File: config.mk
export PLATFORM = sky130hd
export DESIGN_NAME = pipe_mux
export DESIGN_NICKNAME = d
export VERILOG_FILES = /design/src/rtl/dsp_mux_pkg.sv /design/src/rtl/pipe_mux_reg.sv /design/src/rtl/pipe_mux.sv
export SDC_FILE = /design/constraint.sdc
export NUM_CORES = 1
export LEC_CHECK = 0
export ABC_AREA = 1
export BUFFER_PORTS_ARGS = -buffer_cell sky130_fd_sc_hd__buf_4
export CORE_MARGIN = 4
export CORE_UTILIZATION = 45
export CTS_BUF_LIST = sky130_fd_sc_hd__clkbuf_4
export DETAILED_ROUTE_END_ITERATION = 10
export GPL_ROUTABILITY_DRIVEN = 0
export PLACE_DENSITY_LB_ADDON = 0.05
export SYNTH_ARGS = -nofsm -noshare
export SYNTH_HDL_FRONTEND = slang
export SYNTH_SLANG_ARGS = --single-unit
File: constraint.sdc
create_clock -name CLK -period 1.7 [get_ports CLK]
set_input_delay 0.17 -clock CLK [delete_from_list [all_inputs] [get_ports CLK]]
set_output_delay 0.17 -clock CLK [all_outputs]
set_load 0.03 [all_outputs]
File: src/rtl/dsp_mux_pkg.sv
// Shared constants and helpers for the DSP48A1-style datapath muxes.
package dsp_mux_pkg;

  localparam int unsigned PIPE_MUX_MAX_DEPTH  = 4;
  localparam int unsigned PIPE_MUX_MAX_INPUTS = 8;

  // Select width for an n-input mux; never narrower than one bit.
  function automatic int unsigned sel_width(input int unsigned n);
    return (n <= 2) ? 1 : $clog2(n);
  endfunction

endpackage

File: src/rtl/pipe_mux_reg.sv
// One {data, valid} pipeline stage with clock enable and async active-low reset.
module pipe_reg #(
  parameter int unsigned WIDTH = 18
) (
  input  logic             clk_i,
  input  logic             rst_ni,
  input  logic             ce_i,
  input  logic [WIDTH-1:0] data_i,
  input  logic             valid_i,
  output logic [WIDTH-1:0] data_o,
  output logic             valid_o
);

  logic [WIDTH-1:0] data_q;
  logic             valid_q;

  always_ff @(posedge clk_i or negedge rst_ni) begin
    if (!rst_ni) begin
      data_q  <= '0;
      valid_q <= 1'b0;
    end else if (ce_i) begin
      data_q  <= data_i;
      valid_q <= valid_i;
    end
  end

  assign data_o  = data_q;
  assign valid_o = valid_q;

endmodule

File: src/rtl/pipe_mux.sv
// N-input datapath mux with optional registered select, DEPTH-stage output
// pipeline and a sticky out-of-range-select error flag.
module pipe_mux
  import dsp_mux_pkg::*;
#(
  parameter  int unsigned WIDTH      = 18,
  parameter  int unsigned NUM_INPUTS = 4,
  parameter  int unsigned SELREG     = 1,
  parameter  int unsigned DEPTH      = 1,
  localparam int unsigned SW         = sel_width(NUM_INPUTS)
) (
  input  logic                        CLK,
  input  logic                        RST_N,
  input  logic                        CE,
  input  logic [NUM_INPUTS*WIDTH-1:0] data_in,
  input  logic [SW-1:0]               sel,
  input  logic                        sel_ce,
  input  logic                        in_valid,
  input  logic                        err_clr,
  output logic [WIDTH-1:0]            data_out,
  output logic                        out_valid,
  output logic                        sel_err
);

  if (DEPTH > PIPE_MUX_MAX_DEPTH || NUM_INPUTS < 2 ||
      NUM_INPUTS > PIPE_MUX_MAX_INPUTS || WIDTH < 1 || WIDTH > 48) begin : g_bad_params
    $error("pipe_mux: illegal parameters WIDTH=%0d NUM_INPUTS=%0d DEPTH=%0d",
           WIDTH, NUM_INPUTS, DEPTH);
  end

  logic [SW-1:0]    sel_q;
  logic             sel_vld;
  logic [WIDTH-1:0] mux_out;

  // The select register is an ordinary pipe stage whose valid bit is unused.
  if (SELREG != 0) begin : g_sel_reg
    pipe_reg #(.WIDTH(SW)) u_sel_reg (
      .clk_i  (CLK),
      .rst_ni (RST_N),
      .ce_i   (CE & sel_ce),
      .data_i (sel),
      .valid_i(1'b0),
      .data_o (sel_q),
      .valid_o(sel_vld)
    );
  end else begin : g_sel_comb
    assign sel_q   = sel;
    assign sel_vld = 1'b0;
  end

  always_comb begin
    mux_out = '0;
    for (int unsigned i = 0; i < NUM_INPUTS; i++) begin
      if (sel_q == SW'(i)) mux_out = data_in[i*WIDTH +: WIDTH];
    end
  end

  logic [WIDTH-1:0] stg_data [DEPTH+1];
  logic [DEPTH:0]   stg_vld;

  assign stg_data[0] = mux_out;
  assign stg_vld[0]  = in_valid;

  for (genvar k = 0; k < DEPTH; k++) begin : g_stage
    pipe_reg #(.WIDTH(WIDTH)) u_stage (
      .clk_i  (CLK),
      .rst_ni (RST_N),
      .ce_i   (CE),
      .data_i (stg_data[k]),
      .valid_i(stg_vld[k]),
      .data_o (stg_data[k+1]),
      .valid_o(stg_vld[k+1])
    );
  end

  assign data_out  = stg_data[DEPTH];
  assign out_valid = stg_vld[DEPTH];

  // A power-of-two input count makes every select value legal.
  if ((NUM_INPUTS & (NUM_INPUTS - 1)) == 0) begin : g_no_err
    assign sel_err = 1'b0;
  end else begin : g_err
    logic sel_oor;
    logic sel_err_d;
    logic sel_err_q;

    assign sel_oor = (32'(sel_q) >= NUM_INPUTS);

    always_comb begin
      sel_err_d = sel_err_q;
      if (CE && in_valid && sel_oor) sel_err_d = 1'b1;
      else if (err_clr)              sel_err_d = 1'b0;
    end

    always_ff @(posedge CLK or negedge RST_N) begin
      if (!RST_N) sel_err_q <= 1'b0;
      else        sel_err_q <= sel_err_d;
    end

    assign sel_err = sel_err_q;
  end

  logic unused_ok;
  assign unused_ok = &{1'b0, CLK, RST_N, CE, sel_ce, err_clr, sel_vld};

endmodule

==> metrics.cfg <==
[worst_setup_path]
crit_path_start_kind=register
crit_family=simple AND/OR/NAND/NOR gates
crit_path_end_kind=register
crit_required_ns=1.94
critPathMostFrequentCell=nand2_1
rr_startpoint=g_sel_reg.u_sel_reg.data_o[0]
path_cells=buf_12 > nor2_8 > nand2_1 > nand3_1 > nand2_1 > nand2_1
critPathMaxFanout=27
r2r_cells=6
slowest_stage=dfrtp_1
reg2reg_to=g_stage[0].u_stage.data_o[13]
worstPathArrival_ns=1.65
max_stage_delay_ns=0.53
path_buf_inv=1
crit_type=register to register
rrSetupSlack_ns=0.30

[power_and_ir_drop]
power.density_nw_per_um2=802
ir_drop_v=0.000577
p_leak_nw=1.15

[sta]
period_share_pct=82.4
tns_ns=0
period_needed_ns=1.40
tightest_slew_ns=0.565
rsz0062_at_grt=no
finalSetupViolCount=0
finClkSkew_ns=0.00491
maxSlewHeadroom_pct=62.2
finalWorstSetupSlack_ns=0.299
max_freq_mhz=714
slew_violations=0
hold_violations=0

[synthesis]
synth_top_area_share_pct=38.2
syn-num-nets=291
synth_edf_count=0
synth_flop_cell=dfrtp_1
syn_inst=211
synthArstFlopShare_pct=100
yosysWarnings=0
avgSynthCellArea_um2=6.52
synth.area.top_cells=dfrtp_1 (38%), nand2_1 (21%), nand3_1 (13%), nor2_1 (10%), o21ai_0 (6.2%)
yosys.area.top_type=dfrtp_1
ys_ff_latch=21
synth_cell_type_count=17
synthTopCellsByCount=nand2_1 (76), nor2_1 (38), nand3_1 (36), dfrtp_1 (21), o21ai_0 (17)
yosysMostFrequentCell=nand2_1
syn_area_um2=1380
ys_seq_area_share_pct=38.2

[global_route]
grt_pass1_wl_um=7060
first_global_vias=1508
antenna_found_initial=0
grt_usage_pct=21.8
use_met3_pct=4.80
grt-busiest-layer=met2
gr-usage-met2_pct=35.8
grt_overflow=0
grt_util_met1_pct=29.2
grt_max_degree=38

[detailed_routing]
drtPass1Iterations=4
ant_nets=0
avgRoutedWirePerCell_um=13.2
initialDrtViolationCount=122
drc=0
vias=1672
vias_per_cell=5.02
routed_wirelength_um=4380

[outcome]
status=complete, no violations

[cells_and_area]
layout-drive-gt1-share_pct=35.8
nets=383
antennaDiodeCount=0
final_cells=333
area_delta_synth_final_pct=54.1

[cts]
cts_tree=done
numCtsBuffers=3
clk_pin_slew_worst_paths_ns=0.12
cts_max_path_buffers=2
cts_setup_buffers=0
htree_levels=1
cts_root_buf=clkbuf_4
insertion_delay_ns=0.30
cts_sinks=21

[floorplan]
floorplan.initialDensity_pct=48.6
die_area_um2=4000
core_um2=2830
top_level_ports=100
die_h_um=63.3
die_x_um=63.3
row_count=19

[hold_path]
worstHoldStart=in_valid
hold_class=input port to register
whs_endpoint=g_stage[0].u_stage.valid_o
hold_depth=3

[job]
cap_viol_max_count=0

[place]
dp_slack_ns=0.340
io_buffer_count=97
dp.cells=328
hpwl_um=3380

==> worst register-to-register path, cell delays in order (launching register included) <==
cell and delay [ns]:
dfrtp_1 0.53, buf_12 0.23, nor2_8 0.24, nand2_1 0.10, nand3_1 0.14, nand2_1 0.07, nand2_1 0.05
==> routing by layer <==
| layer | vias to the layer above | wire length (um) |
|---|---|---|
| met4 | 0 | 25 |
| met1 | 752 | 1920 |
| met5 | - | 0 |
| li1 | 858 | - |
| met3 | 2 | 345 |
| met2 | 60 | 2090 |
==> cells by family (layout without fill, tap and decap cells) <==
group	count (synthesis)	count (layout)	share of synthesized area (%)
AOI/OAI and AO/OA	20	20	7.28
and+or+nand+nor	152	152	46.5
DFF	21	21	38.2
other	1	1	0.273
buffers and inverters	17	108	7.73
==> timing repair <==
item                       4_1_cts  5_1_grt
setup endpoints to repair        0        0
hold endpoints to repair        21        0
gates resized for setup          0        0
hold buffers                     1        0
==> report_power, final <==
| group | switching [mW] | internal [mW] |
|---|---|---|
| clock | 0.154 | 0.0876 |
| sequential | 0.0677 | 0.585 |
| combinational | 0.464 | 0.342 |
==> cell type report <==
class	instances	area, um^2
clock buffers	3	22.5
clock inverters	1	5.00
fillers	250	709
inverters	3	11.3
multi-input cells	173	743
flip-flops and latches	21	526
well taps	31	38.8
repair buffers	101	773
==> placed cells by master (no fill, tap or decap) <==
master / synthesis / routed
o21ai_0: 17 / 17
buf_12: 0 / 1
dfrtp_1: 21 / 21
dlygate4sd3_1: 0 / 1
inv_2: 2 / 2
conb_1: 1 / 1
nand2_1: 76 / 76
buf_4: 3 / 99
clkinv_2: 0 / 1
nor2_8: 1 / 1
a21oi_1: 2 / 2
nand3_1: 36 / 36
nand2_4: 1 / 1
nor2_1: 38 / 38
inv_1: 1 / 1
clkbuf_4: 0 / 3
o21ai_1: 1 / 1
==> stage by stage <==
stage	area [um^2]	power (mW)	hold WS (ns)	utilization, %
2_1_floorplan	1380	1.13	-0.126	-
3_3_place_gp	2080	1.46	0.0678	73.6
3_5_place_dp	2080	1.47	0.0666	73.6
4_1_cts	2120	1.71	0.0639	74.9
5_1_grt	2120	1.82	0.0712	74.9
6_report	2120	1.70	0.0683	74.9
==> state kept, by name, summed over array words and instances, names as in the netlist <==
register / flops
g_sel_reg.u_sel_reg.data_o: 2
g_stage.u_stage.data_o: 18
g_stage.u_stage.valid_o: 1
==> worst max path at each step <==
stage                                        startpoint                       endpoint  slack (ns)  depth (start not counted)
after floorplan           g_sel_reg.u_sel_reg.data_o[0]   g_stage[0].u_stage.data_o[5]        0.62                          6
after global placement    g_sel_reg.u_sel_reg.data_o[0]   g_stage[0].u_stage.data_o[0]        0.37                          6
after detailed placement  g_sel_reg.u_sel_reg.data_o[0]  g_stage[0].u_stage.data_o[13]        0.34                          6
after CTS                 g_sel_reg.u_sel_reg.data_o[0]  g_stage[0].u_stage.data_o[13]        0.32                          6
after global routing      g_sel_reg.u_sel_reg.data_o[1]  g_stage[0].u_stage.data_o[14]        0.20                          5
final                     g_sel_reg.u_sel_reg.data_o[0]  g_stage[0].u_stage.data_o[13]        0.30                          6
Note: power is estimated with default switching activity, not from simulation.
